`src/rtl/mem_arb_pkg.sv`:
```
// Shared types and widths for the unified memory-port arbiter.
package mem_arb_pkg;

    localparam int ARB_AW = 32;
    localparam int ARB_DW = 32;
    localparam int STRB_W = ARB_DW / 8;

    typedef enum logic [1:0] {
        IDLE  = 2'd0,
        ISSUE = 2'd1,
        WAIT  = 2'd2,
        RESP  = 2'd3
    } state_t;

    typedef enum logic [1:0] {
        NONE  = 2'd0,
        FETCH = 2'd1,
        DATA  = 2'd2
    } owner_t;

endpackage

```
`src/rtl/mem_port_arbiter_if.sv`:
```
// Bundle of the fetch, data and external-memory handshakes around the arbiter.
// slave = the arbiter itself; master = pipeline plus memory (the environment).
interface mem_port_arbiter_if
    import mem_arb_pkg::*;
#(
    parameter int AW = ARB_AW,
    parameter int DW = ARB_DW
);

    logic              if_req;
    logic [AW-1:0]     if_addr;
    logic              if_flush;
    logic              if_gnt;
    logic              if_rvalid;
    logic [DW-1:0]     if_rdata;

    logic              d_req;
    logic              d_we;
    logic [DW/8-1:0]   d_wstrb;
    logic [AW-1:0]     d_addr;
    logic [DW-1:0]     d_wdata;
    logic              d_gnt;
    logic              d_rvalid;
    logic [DW-1:0]     d_rdata;

    logic              m_req;
    logic              m_we;
    logic [DW/8-1:0]   m_wstrb;
    logic [AW-1:0]     m_addr;
    logic [DW-1:0]     m_wdata;
    logic              m_ack;
    logic              m_rvalid;
    logic [DW-1:0]     m_rdata;

    modport slave (
        input  if_req, if_addr, if_flush,
        output if_gnt, if_rvalid, if_rdata,
        input  d_req, d_we, d_wstrb, d_addr, d_wdata,
        output d_gnt, d_rvalid, d_rdata,
        output m_req, m_we, m_wstrb, m_addr, m_wdata,
        input  m_ack, m_rvalid, m_rdata
    );

    modport master (
        output if_req, if_addr, if_flush,
        input  if_gnt, if_rvalid, if_rdata,
        output d_req, d_we, d_wstrb, d_addr, d_wdata,
        input  d_gnt, d_rvalid, d_rdata,
        input  m_req, m_we, m_wstrb, m_addr, m_wdata,
        output m_ack, m_rvalid, m_rdata
    );

endinterface

```
`src/rtl/arb_starve_ctr.sv`:
```
// Fetch-starvation guard: counts data grants made while a fetch waits and
// raises force_fetch at STARVE_MAX. Exists only when ARB_STARVE_GUARD_EN is defined.
`ifdef ARB_STARVE_GUARD_EN
module arb_starve_ctr #(
    parameter int STARVE_MAX = 4
) (
    input  logic clk,
    input  logic rst,
    input  logic if_req,
    input  logic data_grant,
    input  logic fetch_grant,
    output logic force_fetch
);

    localparam int CW = $clog2(STARVE_MAX + 1);

    logic [CW-1:0] starve_cnt;

    // Any gap in the fetch request or a granted fetch ends the starvation run.
    always_ff @(posedge clk) begin
        if (rst) begin
            starve_cnt <= '0;
        end else if (!if_req || fetch_grant) begin
            starve_cnt <= '0;
        end else if (data_grant && (starve_cnt != CW'(STARVE_MAX))) begin
            starve_cnt <= starve_cnt + CW'(1);
        end
    end

    assign force_fetch = if_req && (starve_cnt == CW'(STARVE_MAX));

endmodule
`endif

```
`src/rtl/mem_port_arbiter.sv`:
```
// Shares one memory port between instruction fetch and data access, one
// transaction at a time. Optional fetch-starvation guard: ARB_STARVE_GUARD_EN.
module mem_port_arbiter
    import mem_arb_pkg::*;
#(
    parameter int AW = ARB_AW,
    parameter int DW = ARB_DW
`ifdef ARB_STARVE_GUARD_EN
    , parameter int STARVE_MAX = 4
`endif
) (
    input  logic              clk,
    input  logic              rst,
    mem_port_arbiter_if.slave bus
);

    localparam int SW = DW / 8;

    state_t          state_q, state_d;
    owner_t          owner_q, owner_d;
    logic            flush_pend_q, flush_pend_d;

    logic            if_gnt_q, if_gnt_d;
    logic            if_rvalid_q, if_rvalid_d;
    logic [DW-1:0]   if_rdata_q, if_rdata_d;
    logic            d_gnt_q, d_gnt_d;
    logic            d_rvalid_q, d_rvalid_d;
    logic [DW-1:0]   d_rdata_q, d_rdata_d;
    logic            m_req_q, m_req_d;
    logic            m_we_q, m_we_d;
    logic [SW-1:0]   m_wstrb_q, m_wstrb_d;
    logic [AW-1:0]   m_addr_q, m_addr_d;
    logic [DW-1:0]   m_wdata_q, m_wdata_d;

    logic            force_fetch;
    logic            pick_data;
    logic            resp_now;
    logic            fetch_killed;

    // Data wins unless the guard has seen the fetch side starve long enough.
    assign pick_data = bus.d_req && !force_fetch;

`ifdef ARB_STARVE_GUARD_EN
    logic data_grant;
    logic fetch_grant;

    assign data_grant  = (state_q == IDLE) && pick_data;
    assign fetch_grant = (state_q == IDLE) && bus.if_req && !pick_data;

    arb_starve_ctr #(
        .STARVE_MAX (STARVE_MAX)
    ) u_starve_ctr (
        .clk         (clk),
        .rst         (rst),
        .if_req      (bus.if_req),
        .data_grant  (data_grant),
        .fetch_grant (fetch_grant),
        .force_fetch (force_fetch)
    );
`else
    assign force_fetch = 1'b0;
`endif

    // The response lands either with the accepting m_ack or later while waiting.
    assign resp_now = bus.m_rvalid &&
                      (((state_q == ISSUE) && bus.m_ack) || (state_q == WAIT));

    // A flush arriving in the same cycle as the response must also kill it.
    assign fetch_killed = flush_pend_q || bus.if_flush;

    always_comb begin
        state_d      = state_q;
        owner_d      = owner_q;
        flush_pend_d = flush_pend_q;
        if_gnt_d     = 1'b0;
        if_rvalid_d  = 1'b0;
        if_rdata_d   = '0;
        d_gnt_d      = 1'b0;
        d_rvalid_d   = 1'b0;
        d_rdata_d    = '0;
        m_req_d      = m_req_q;
        m_we_d       = m_we_q;
        m_wstrb_d    = m_wstrb_q;
        m_addr_d     = m_addr_q;
        m_wdata_d    = m_wdata_q;

        if ((state_q != IDLE) && (owner_q == FETCH) && bus.if_flush) begin
            flush_pend_d = 1'b1;
        end

        case (state_q)
            IDLE: begin
                if (bus.d_req || bus.if_req) begin
                    state_d = ISSUE;
                    m_req_d = 1'b1;
                    if (pick_data) begin
                        owner_d   = DATA;
                        d_gnt_d   = 1'b1;
                        m_we_d    = bus.d_we;
                        m_wstrb_d = bus.d_wstrb;
                        m_addr_d  = bus.d_addr;
                        m_wdata_d = bus.d_wdata;
                    end else begin
                        owner_d   = FETCH;
                        if_gnt_d  = 1'b1;
                        m_we_d    = 1'b0;
                        m_wstrb_d = '0;
                        m_addr_d  = bus.if_addr;
                        m_wdata_d = '0;
                    end
                end
            end
            ISSUE: begin
                if (bus.m_ack) begin
                    m_req_d = 1'b0;
                    state_d = bus.m_rvalid ? RESP : WAIT;
                end
            end
            WAIT: begin
                if (bus.m_rvalid) begin
                    state_d = RESP;
                end
            end
            RESP: begin
                state_d      = IDLE;
                owner_d      = NONE;
                flush_pend_d = 1'b0;
            end
            default: begin
                state_d = IDLE;
                owner_d = NONE;
            end
        endcase

        if (resp_now) begin
            if (owner_q == DATA) begin
                d_rvalid_d = 1'b1;
                d_rdata_d  = m_we_q ? '0 : bus.m_rdata;
            end else if ((owner_q == FETCH) && !fetch_killed) begin
                if_rvalid_d = 1'b1;
                if_rdata_d  = bus.m_rdata;
            end
        end
    end

    always_ff @(posedge clk) begin
        if (rst) begin
            state_q      <= IDLE;
            owner_q      <= NONE;
            flush_pend_q <= 1'b0;
            if_gnt_q     <= 1'b0;
            if_rvalid_q  <= 1'b0;
            if_rdata_q   <= '0;
            d_gnt_q      <= 1'b0;
            d_rvalid_q   <= 1'b0;
            d_rdata_q    <= '0;
            m_req_q      <= 1'b0;
            m_we_q       <= 1'b0;
            m_wstrb_q    <= '0;
            m_addr_q     <= '0;
            m_wdata_q    <= '0;
        end else begin
            state_q      <= state_d;
            owner_q      <= owner_d;
            flush_pend_q <= flush_pend_d;
            if_gnt_q     <= if_gnt_d;
            if_rvalid_q  <= if_rvalid_d;
            if_rdata_q   <= if_rdata_d;
            d_gnt_q      <= d_gnt_d;
            d_rvalid_q   <= d_rvalid_d;
            d_rdata_q    <= d_rdata_d;
            m_req_q      <= m_req_d;
            m_we_q       <= m_we_d;
            m_wstrb_q    <= m_wstrb_d;
            m_addr_q     <= m_addr_d;
            m_wdata_q    <= m_wdata_d;
        end
    end

    assign bus.if_gnt    = if_gnt_q;
    assign bus.if_rvalid = if_rvalid_q;
    assign bus.if_rdata  = if_rdata_q;
    assign bus.d_gnt     = d_gnt_q;
    assign bus.d_rvalid  = d_rvalid_q;
    assign bus.d_rdata   = d_rdata_q;
    assign bus.m_req     = m_req_q;
    assign bus.m_we      = m_we_q;
    assign bus.m_wstrb   = m_wstrb_q;
    assign bus.m_addr    = m_addr_q;
    assign bus.m_wdata   = m_wdata_q;

endmodule
```
`src/flat_wrapper.sv`:
```
// flat-port wrapper written by rule: the top's interface ports become plain ports
module mem_port_arbiter_flat import mem_arb_pkg::*;
#(
    parameter int AW = ARB_AW,
    parameter int DW = ARB_DW

)
  (clk, rst, bus_if_req, bus_if_addr, bus_if_flush, bus_if_gnt, bus_if_rvalid, bus_if_rdata, bus_d_req, bus_d_we, bus_d_wstrb, bus_d_addr, bus_d_wdata, bus_d_gnt, bus_d_rvalid, bus_d_rdata, bus_m_req, bus_m_we, bus_m_wstrb, bus_m_addr, bus_m_wdata, bus_m_ack, bus_m_rvalid, bus_m_rdata);
  mem_port_arbiter_if #(.AW(AW), .DW(DW)) bus_i ();
  input  logic clk;
  input  logic rst;
  input wire logic [$bits(bus_i.if_req)-1:0] bus_if_req;
  input wire logic [$bits(bus_i.if_addr)-1:0] bus_if_addr;
  input wire logic [$bits(bus_i.if_flush)-1:0] bus_if_flush;
  output wire logic [$bits(bus_i.if_gnt)-1:0] bus_if_gnt;
  output wire logic [$bits(bus_i.if_rvalid)-1:0] bus_if_rvalid;
  output wire logic [$bits(bus_i.if_rdata)-1:0] bus_if_rdata;
  input wire logic [$bits(bus_i.d_req)-1:0] bus_d_req;
  input wire logic [$bits(bus_i.d_we)-1:0] bus_d_we;
  input wire logic [$bits(bus_i.d_wstrb)-1:0] bus_d_wstrb;
  input wire logic [$bits(bus_i.d_addr)-1:0] bus_d_addr;
  input wire logic [$bits(bus_i.d_wdata)-1:0] bus_d_wdata;
  output wire logic [$bits(bus_i.d_gnt)-1:0] bus_d_gnt;
  output wire logic [$bits(bus_i.d_rvalid)-1:0] bus_d_rvalid;
  output wire logic [$bits(bus_i.d_rdata)-1:0] bus_d_rdata;
  output wire logic [$bits(bus_i.m_req)-1:0] bus_m_req;
  output wire logic [$bits(bus_i.m_we)-1:0] bus_m_we;
  output wire logic [$bits(bus_i.m_wstrb)-1:0] bus_m_wstrb;
  output wire logic [$bits(bus_i.m_addr)-1:0] bus_m_addr;
  output wire logic [$bits(bus_i.m_wdata)-1:0] bus_m_wdata;
  input wire logic [$bits(bus_i.m_ack)-1:0] bus_m_ack;
  input wire logic [$bits(bus_i.m_rvalid)-1:0] bus_m_rvalid;
  input wire logic [$bits(bus_i.m_rdata)-1:0] bus_m_rdata;
  assign bus_i.if_req = bus_if_req;
  assign bus_i.if_addr = bus_if_addr;
  assign bus_i.if_flush = bus_if_flush;
  assign bus_if_gnt = bus_i.if_gnt;
  assign bus_if_rvalid = bus_i.if_rvalid;
  assign bus_if_rdata = bus_i.if_rdata;
  assign bus_i.d_req = bus_d_req;
  assign bus_i.d_we = bus_d_we;
  assign bus_i.d_wstrb = bus_d_wstrb;
  assign bus_i.d_addr = bus_d_addr;
  assign bus_i.d_wdata = bus_d_wdata;
  assign bus_d_gnt = bus_i.d_gnt;
  assign bus_d_rvalid = bus_i.d_rvalid;
  assign bus_d_rdata = bus_i.d_rdata;
  assign bus_m_req = bus_i.m_req;
  assign bus_m_we = bus_i.m_we;
  assign bus_m_wstrb = bus_i.m_wstrb;
  assign bus_m_addr = bus_i.m_addr;
  assign bus_m_wdata = bus_i.m_wdata;
  assign bus_i.m_ack = bus_m_ack;
  assign bus_i.m_rvalid = bus_m_rvalid;
  assign bus_i.m_rdata = bus_m_rdata;
  mem_port_arbiter #(.AW(AW), .DW(DW)) u_core (.clk(clk), .rst(rst), .bus(bus_i));
endmodule
```
`config.mk`:
```
export PLATFORM = sky130hd
export DESIGN_NAME = mem_port_arbiter_flat
export DESIGN_NICKNAME = d
export VERILOG_FILES = /design/src/rtl/mem_arb_pkg.sv /design/src/rtl/mem_port_arbiter_if.sv /design/src/rtl/arb_starve_ctr.sv /design/src/rtl/mem_port_arbiter.sv /design/src/flat_wrapper.sv
export SDC_FILE = /design/constraint.sdc
export NUM_CORES = 1
export LEC_CHECK = 0
export BUFFER_PORTS_ARGS = -buffer_cell sky130_fd_sc_hd__buf_2
export CAP_MARGIN = 10
export CORE_AREA = 2 2 109 111
export CTS_BUF_LIST = sky130_fd_sc_hd__clkbuf_8
export DETAILED_ROUTE_END_ITERATION = 8
export DIE_AREA = 0 0 111 113
export MAX_ROUTING_LAYER = met4
export PLACE_DENSITY = 0.77
export SETUP_SLACK_MARGIN = 0.05
export SYNTH_ARGS = -nofsm -noshare
export SYNTH_HDL_FRONTEND = slang
export SYNTH_SLANG_ARGS = --single-unit
```
`constraint.sdc`:
```
create_clock -name clk -period 3.8 [get_ports clk]
set_clock_uncertainty 0.05 [all_clocks]
set_input_delay 0.38 -clock clk [delete_from_list [all_inputs] [get_ports clk]]
set_output_delay 0.38 -clock clk [all_outputs]
set_load 0.01 [all_outputs]
```
# After elaboration in Yosys (flattened, before gate mapping)
# Index checks and enable logic that the tools add are counted.
# word_totals
ff_bits,143
in_bits,140
out_inout_bits,138
# op_classes
n_eq_ne,8
muxes,19
bitwise,5
n_reduce_logical,23
# ops
op,n
two-way mux 32 bit,2
two-way mux 2 bit,5
two-way mux 1 bit,8
one-hot mux 2 bit (4 select lines),1
OR reduction 4 bit,2
"equality test 2 bit, second input constant",3
AND reduction 3 bit,2
nonzero test 2 bit,3
OR reduction 3 bit,2
logical AND 1 bit,5
NOT 1 bit,5
"equality test 2 x 1 -> 1 bit, second input constant",2
two-way mux 4 bit,1
"!= test 2 bit, second input constant",2
one-hot mux 2 bit (2 select lines),1
AND reduction 2 bit,2
OR reduction 2 bit,2
logical OR 1 bit,3
logical NOT 2 bit,1
"!= test 2 x 1 -> 1 bit, second input constant",1
one-hot mux 1 bit (2 select lines),1
logical NOT 1 bit,1

# Logic depth before layout (Yosys ltp)
# Gate-level depths: netlist of run 1.
# logic_depth
depth_word,6
depth_mapped,7
mapped_depth_nobuf,5

# Worst setup path before layout of run 1
# OpenSTA, ideal clock, no wires.
# synth_path
path_kind,reg-to-reg
startpoint,register u_core.state_q[0]
endpoint,"register u_core.m_wdata_q[14], in the netlist u_core.bus.m_wdata[14]"
arrival_time_ns,1.541
required_time_ns,3.690
slack_ns,2.149
stages_incl_launch_ff,7
path_cell_list,dfxtp_1 > inv_1 > ha_1 > o21a_1 > nor2_2 > clkbuf_1 > a22o_1
# synth_between
elab_chain_len,2
# synth_rtl
element,line,source
from (decl),mem_port_arbiter.sv:19,"state_t state_q, state_d;"
from (signal assigned),mem_port_arbiter.sv:163,state_q <= state_d;
logical NOT 2 bit,mem_port_arbiter.sv:91,case (state_q)
AND reduction 2 bit (no source line),--,
to (signal assigned),mem_port_arbiter.sv:176,m_wdata_q <= m_wdata_d;
to (decl),mem_port_arbiter.sv:33,"logic [DW-1:0] m_wdata_q, m_wdata_d;"
# No other way between the ends.
# A chain may end at the register's enable or synchronous reset.

# Worst setup path after layout of run 1
# layout_path
startpoint,input bus_d_req
endpoint,"register u_core.m_addr_q[17], in the netlist u_core.bus.m_addr[17]"
# layout_between
elab_chain_len,2
elab_cells_between_ends,3
cone_classes,mux: 1; reduce/logical: 2
# layout_rtl
element,line,source
from (decl),flat_wrapper.sv:18,input wire logic [$bits(bus_i.d_req)-1:0] bus_d_req;
logical OR 1 bit,mem_port_arbiter.sv:93,if (bus.d_req || bus.if_req) begin
AND reduction 2 bit (no source line),--,
to (signal assigned),mem_port_arbiter.sv:175,m_addr_q <= m_addr_d;
to (decl),mem_port_arbiter.sv:32,"logic [AW-1:0] m_addr_q, m_addr_d;"
# Parallel ways exist; a longest one is shown, timed or not.

==> reports/summary.md, run 1 <==
The flow ran to the end, and the final reports show no timing, DRC or antenna violations. The primary flip-flop cell chosen by synthesis mapping was sky130_fd_sc_hd__dfxtp_1. The die covers 12500 um2. The average vias per placed instance works out to 4.74. The share of total power consumed by net switching works out to 32.0%. Startpoint-to-endpoint class of the critical path: in -> reg.

The first global-routing pass estimated 19100 um of wire. Setup repair after global routing left no endpoint under its margin. The run gives 0 as the antenna diode instance count. The clock passes through at most 2 buffers. In this run, the number of DRC markers left after iteration 0 of detailed routing was 276.

Summed over all nets, the switching power comes to 1360 uW. The most common cell after layout, fill and taps aside is sky130_fd_sc_hd__buf_2. Once detailed placement completed, the half-perimeter wirelength came to 8930 um.

The logs give 0 for the number of buffers inserted by post-CTS setup repair and 0 for the total of endpoints with negative setup slack in the final report. After synthesis, the cell types taking the most area are sky130_fd_sc_hd__dfxtp_1, sky130_fd_sc_hd__and2_1, sky130_fd_sc_hd__a22o_1. Leaving out fill and tap cells, the most frequent cells in the layout are sky130_fd_sc_hd__buf_2, sky130_fd_sc_hd__dfxtp_1, sky130_fd_sc_hd__and2_1, sky130_fd_sc_hd__a22o_1. In this run the count of I/O pins placed on the die edge is 278. The tools report the number of antenna violations at the first check in global routing as 0. In this run the worst path has a maximum fanout of 42.

Dividing the detail-routed wire length by the instance count gives 14.3 um. Walking the worst path, the cells encountered are buf_2 > o21a_2 > buf_4 > nor2_1 > a211oi_1. The maximum number of pins on one net before global-route repair was 43. On the critical path the largest part of the delay comes from buffers and inverters.

Summing internal, switching and leakage power gives 4230 uW. For the maximum frequency from static timing analysis, the log shows 439 MHz. The quantity of gates resized following cts is 0. The number of port buffers is 277, and the required time of the worst setup path is 4.09 ns.

Design internal power: 2880 uW. Part of the cycle the worst path needs: 60.0%. The part of the total power dissipated in the clock network was 30.3%. Counting flops and latches in the post-synthesis netlist gives 143.

Yosys mapped a number of flops with a built-in enable equal to 0. Yosys printed 0 warnings. The area share of the leading cell type in the synthesized netlist was 60.3%; the share of async-settable or async-resettable flops after synthesis was 0%.

The critical path contains buffers and inverters numbering 2 combined. For the global-route usage over all layers, the log shows 19.6%. The post-route antenna net violation count was 0; the power density relative to cell area was 638 nW/um2. Summed over all failing endpoints, the final setup total negative slack is 0 ns. The number of levels in the clock H-tree is 4, and the actual slew at the worst max-slew pin is 0.998 ns. The cell taking the most area after synthesis was sky130_fd_sc_hd__dfxtp_1.

Synthesis produced 413 cells. For the number of violations of the max-capacitance limit, the log shows 0. At the later pin of the worst-skew pair, clock insertion delay measures 0.42 ns.

The die is 111 um wide. The tools report the number of different library cells in the post-synthesis netlist as 33. The tightest min-delay check is of the in -> reg type. The routed design could run at a clock period as short as 2.28 ns. The run gives 3952 as the via count of the first global-routing pass. At the end of the flow, the number of nets in the layout was 829. Of the cells placed in the final design, the portion with a size suffix greater than 1 is 46.1%.

The leakage power of the design is 0.00342 uW. The run gives 557 as the net count of the mapped netlist. A synthesized cell averages 11.5 um2. The number of pins exceeding their max-slew limit in the final report was 0.

The tools report the maximum VDD drop as 330 uV. The run gives 143 as the number of sinks driven by the clock tree. Cell with the largest stage delay on the worst path: sky130_fd_sc_hd__o21a_2. Before antenna repair, the detailed router went through 4 iterations. The tools report the startpoint kind of the worst setup timing path as an input pin. The floorplan has 39 rows. Once the floorplan was initialized, standard cells occupied 42.1% of the core. In this run, flip-flops and latches consume 44.4% of the power. The placer's final routability congestion estimate was 0.838; the CTS clock-pin slew for the worst setup and hold paths was 0.08 ns. For this run, the slowest stage of the critical path takes 0.77 ns.

Headroom to the max-slew limit came out at 33.5%. TritonCTS built the clock tree. After detailed routing, the number of remaining DRC violations is 0.

The logs give 17 for the number of buffers created by CTS and 60.3% for the post-synthesis sequential area ratio. Hold repair after CTS inserted 0 buffers. The tightest hold margin was 0.109 ns. Via count of the routed design: 3987. At the worst endpoint, the arrival time is 2.57 ns. The routed design has 12100 um of wire. In this run the clock root is driven by a sky130_fd_sc_hd__clkbuf_8.

Summed over all layers, the global routing overflow is 0. The area of the core is 11300 um2, and the cell area after technology mapping is 4740 um2. Of the total power, combinational logic draws 25.3%. Nature of the critical path endpoint: a register.

The layout overhead on the synthesized area works out to 39.9%. The final hold violation count is 0. From bottom edge to top edge, the die measures 113 um.
==> synth_stat cells (all sizes together) (3+ instances only) <==
master	number
o21ai	3
a211oi	34
mux2i	32
nor2	36
clkbuf	7
a21oi	5
nand2b	4
dfxtp	143
and2	64
a22o	37
buf	22
ha	4
nor3	3
==> metal layers <==
layer  track usage [%]  share of wire (%)  vias up
li1                  -                  -     1987
met2              33.1                 49      185
met1              22.1                 42     1796
met3              5.03                6.8       19
met4              8.58                1.8        0
met5                 -                  0        -
==> stage by stage <==
step	instance area, um2	utilization [%]	setup WS (ns)	std cells
2_1_floorplan	4740	-	2.15	413
3_3_place_gp	6210	55.1	1.19	809
5_1_grt	6640	58.9	1.30	841
3_5_place_dp	6210	55.1	1.08	809
4_1_cts	6640	58.9	1.56	841
6_report	6640	58.9	1.52	841
==> worst paths after layout <==
kind	startpoint	to	slack, ns	depth (start not counted)
worst min register to register	u_core.bus.m_wdata[18]	u_core.bus.m_wdata[18]	0.43	1
worst min-delay path	bus_m_rdata[22]	u_core.bus.d_rdata[22]	0.11	2
worst max-delay path	bus_d_req	u_core.bus.m_addr[17]	1.52	5
worst max register to register	u_core.state_q[0]	u_core.bus.m_addr[17]	1.56	6
==> sequential cells by signal (all words and copies together) (netlist names) <==
| name | count |
|---|---|
| u_core.bus.m_wdata | 32 |
| u_core.bus.if_gnt | 1 |
| u_core.bus.d_rdata | 32 |
| u_core.bus.m_we | 1 |
| u_core.bus.d_gnt | 1 |
| u_core.bus.m_wstrb | 4 |
| u_core.owner_q | 2 |
| u_core.bus.m_addr | 32 |
| u_core.bus.if_rvalid | 1 |
| u_core.bus.if_rdata | 32 |
| u_core.state_q | 2 |
| u_core.bus.m_req | 1 |
| u_core.flush_pend_q | 1 |
| u_core.bus.d_rvalid | 1 |
==> area by class of cell <==
| class | instances | area, um2 |
|---|---|---|
| fill | 939 | 4630 |
| sequential | 143 | 2860 |
| multi-input combinational | 239 | 1740 |
| timing repair buffer | 282 | 1420 |
| clock buffer | 18 | 248 |
| clock inverter | 14 | 183 |
| tap | 143 | 179 |
| inverter | 2 | 7.51 |
==> power by group through the flow <==
stage               Sequential [uW]  Combinational [uW]  Clock, uW
floorplan                      2000                 563          0
global placement               1900                1040          0
global route                   1900                1180       1390
CTS                            1870                1080       1320
finish                         1880                1070       1280
detailed placement             1900                1080          0
==> cells by family (layout without fill, tap and decap cells) <==
logic type	Yosys count	after routing	synth area share [%]
simple gates	121	121	15.0
fa+ha+maj	4	4	1.05
buf+inv	31	316	3.35
mux	32	32	6.75
compound gates	82	82	13.5
flops	143	143	60.3
(Power assumes the default switching activity.)
==> run 2, diff against run 1 <==
==> constraint.sdc (replaced) <==
create_clock -name clk -period 2.3 [get_ports clk]
set_clock_uncertainty 0.05 [all_clocks]
set_input_delay 0.23 -clock clk [delete_from_list [all_inputs] [get_ports clk]]
set_output_delay 0.23 -clock clk [all_outputs]
set_load 0.01 [all_outputs]
==> run 2 against run 1 <==
  * Via count is 8.3% higher
  * Sequential power is 64% higher
  * Global-route usage is 2.1 points higher
  * Clock-buffer cell count is 1 higher
  * Critical path type is now reg -> reg
  * Highest routed layer unchanged
==> reports/summary.md, run 2 (synthesis gave the netlist of run 1 again) <==
The number of nets in the finished design was 901 (+8.7%). For the maximum VDD drop, the log shows 546 uV (+65%). The run gives 13300 um (+11%) as the aggregate routed wire length.

Leaving out fill and tap cells, the most frequent cell in the layout is sky130_fd_sc_hd__buf_2. The share of total power consumed by net switching works out to 32.3% (+0.24 points). The logic depth of the worst register-to-register path came out at 5 (-1). The number of violations of the max-capacitance limit came out at 0 (unchanged).

Highest fanout seen on the critical path: 33 (-21%). TritonCTS built the clock tree. For the post-route antenna net violation count, the log shows 0 (unchanged). The run finished with clean final reports. For the total met2 wirelength after detailed routing, the log shows 6670 um (+13%).

The leakage power of the design came out at 0.00371 uW (+8.6%). The logs give 21.7% (+2.1 points) for the global-route usage over all layers and 29.0% (-1.3 points) for the part of the total power dissipated in the clock network. The fraction of power consumed by sequential logic was 44.0% (-0.4 points); the maximum buffer depth of the clock tree was 2 (unchanged). The type of the worst min-delay path is in -> reg. The post-route DRC violation count is 0 (unchanged).

The tools report the placement row count as 39 (unchanged). For this run, the top clock speed supported by timing is 499 MHz. The run gives 880 (-6.3%) as the number of fill cells.

The quantity of gates resized following cts is 0 (unchanged), and the register area is 2860 um2 (unchanged). For the number of sinks driven by the clock tree, the log shows 143 (unchanged). Via count of the routed design: 4318 (+8.3%). The area of the core was 11300 um2 (unchanged). The placer's final routability congestion estimate was 0.774 (-7.6%); the final hold violation count was 0 (unchanged). The tools report the die outline area as 12500 um2 (unchanged).

The starting density of the core is 42.1% (unchanged). The maximum number of pins on one net before global-route repair is 42 (-2.3%). The number of standard cells in the layout, taps in and fillers out is 913 (+8.6%). The hold buffer count at cts came out at 69 (+69). The worst setup path is captured at a register.

The design internal power was 4770 uW (+66%). The logs give 4415 (+12%) for the via count of the first global-routing pass and 2270 uW (+67%) for the switching power summed over all nets. Startpoint kind of the worst setup timing path: a register.

The logs give 0 (unchanged) for the antenna diode instance count and 0 ns (unchanged) for the total negative setup slack. The run gives 812 (+0.37%) as the post-placement cell count. The actual slew at the worst max-slew pin is 0.912 ns (-0.0852 ns). The placement-stage worst setup slack came out at 0.295 ns (-0.782 ns).

The highest metal layer used by the detailed router is met4. The tools report the number of antenna violations at the first check in global routing as 0 (unchanged). The logs give 0.42 ns (about the same) for the clock latency on the worst-skew pair and 9010 um (+0.95%) for the sum of net half-perimeters after detailed placement. The CTS clock-pin slew for the worst setup and hold paths works out to 0.08 ns (about the same). The layout overhead on the synthesized area is 54.6%, and the combinational power share is 27.0% (+1.7 points). The logs give 227 (-18%) for the violation count after the first detailed-route iteration and 278 (unchanged) for the I/O pin count. After layout, the minimum clock period comes to 2.01 ns. The power density relative to cell area is 959 nW/um2 (+50%). The average vias per placed instance was 4.73 (-0.24%).

The normalized max-slew margin is 39.0% (+5.5 points). The total of endpoints with negative setup slack in the final report was 0 (unchanged). The number of cells on the worst hold path came out at 3 (+1). The tools report the number of buffers inserted by post-CTS setup repair as 0 (unchanged). The root buffer cell chosen for the clock tree is sky130_fd_sc_hd__clkbuf_8. The logs give 4 (unchanged) for the number of levels in the clock H-tree and 5470 um (+6.8%) for the wire length the detailed router placed on met1. The setup slack of the critical path after layout is 0.294 ns (-1.23 ns).

Required time of the worst setup path: 2.61 ns (-1.48 ns). The top cell types in the final layout, fill and taps aside, are sky130_fd_sc_hd__buf_2, sky130_fd_sc_hd__dfxtp_1, sky130_fd_sc_hd__dlygate4sd3_1, sky130_fd_sc_hd__and2_1, sky130_fd_sc_hd__a22o_1. For the number of pins exceeding their max-slew limit in the final report, the log shows 0 (unchanged).

The worst endpoint data arrival time is 2.31 ns (-0.26 ns), and the die width is 111 um (unchanged). The leftover overflow at the end of global routing was 0 (unchanged). The detail-routed net length per standard cell is 14.6 um (+1.9%). The height of the die works out to 113 um (unchanged).

The detailed-routed wire length on met3 was 874 um (+6.1%); the number of buffers created by CTS was 17 (unchanged). Setup repair after global routing left no endpoint under its margin. The logs give 4 (unchanged) for the first-pass iteration count of the detailed router and 1740 um2 (unchanged) for the multi-input gate area in the final layout.

Dividing the final minimum period by the clock period gives 87.2%. The share of post-route cells with drive strength above 1 was 42.2% (-3.9 points); the number of port buffers was 277 (unchanged). The run gives 21100 um (+11%) as the global-route wire length before repair. The critical path is of the reg -> reg type.
run 2: cell count changes in the layout (fill, tap and decap cells not counted):
| cell | previous run | this run |
|---|---|---|
| sky130_fd_sc_hd__clkbuf_8 | 18 | 19 |
| sky130_fd_sc_hd__clkinv_4 | 5 | 3 |
| sky130_fd_sc_hd__inv_8 | 1 | 2 |
| sky130_fd_sc_hd__dlygate4sd3_1 | 0 | 69 |
| sky130_fd_sc_hd__buf_4 | 5 | 8 |
| sky130_fd_sc_hd__bufinv_16 | 3 | 2 |
| sky130_fd_sc_hd__clkinvlp_4 | 1 | 2 |
run 2: final timing paths:
path                             endpoint                   start  slack, ns
hold / removal          u_core.owner_q[0]              bus_if_req       0.08
setup / recovery  u_core.bus.if_rdata[13]       u_core.state_q[1]       0.29
hold reg to reg    u_core.bus.m_wdata[30]  u_core.bus.m_wdata[30]       0.43
setup reg to reg  u_core.bus.if_rdata[13]       u_core.state_q[1]       0.29
run 2: stage by stage:
step | hold slack, ns | total power (uW) | instance area (um2) | util [%]
6_report | 0.0756 | 7040 | 7340 | 65.1
4_1_cts | 0.0393 | 7080 | 7340 | 65.1
3_3_place_gp | 0.390 | 4870 | 6230 | 55.3
5_1_grt | 0.0666 | 7420 | 7340 | 65.1
2_1_floorplan | 0.302 | 4230 | 4740 | -
3_5_place_dp | 0.395 | 4930 | 6230 | 55.3
run 2: worst max-delay path: stages, from the launching register on:
cell and delay, ns:
sky130_fd_sc_hd__dfxtp_1 0.35, sky130_fd_sc_hd__inv_1 0.11, sky130_fd_sc_hd__ha_1 0.23, sky130_fd_sc_hd__a21oi_1 0.18
sky130_fd_sc_hd__nor3_4 0.78, sky130_fd_sc_hd__and2_1 0.24
run 2: cell type report:
| class | count | share of cell area, % |
|---|---|---|
| Multi-Input combinational cell | 239 | 23.7 |
| Inverter | 2 | 0.102 |
| Tap cell | 143 | 2.44 |
| Sequential cell | 143 | 39.0 |
| Clock inverter | 13 | 2.10 |
| Timing Repair Buffer | 354 | 29.1 |
| Clock buffer | 19 | 3.56 |
run 2: per-layer routing:
metal | up-vias | track usage, %
met5 | - | -
met4 | 0 | 9.33
met3 | 26 | 5.84
met2 | 224 | 36.9
met1 | 1934 | 24.2
li1 | 2134 | -
run 2: power groups by stage:
stage,Combinational [uW],Clock [uW],Sequential (uW)
after detailed placement,1800,0,3130
after global routing,2090,2200,3140
final,1900,2040,3090
after floorplan,931,0,3300
after global placement,1750,0,3120
after CTS,1890,2100,3090
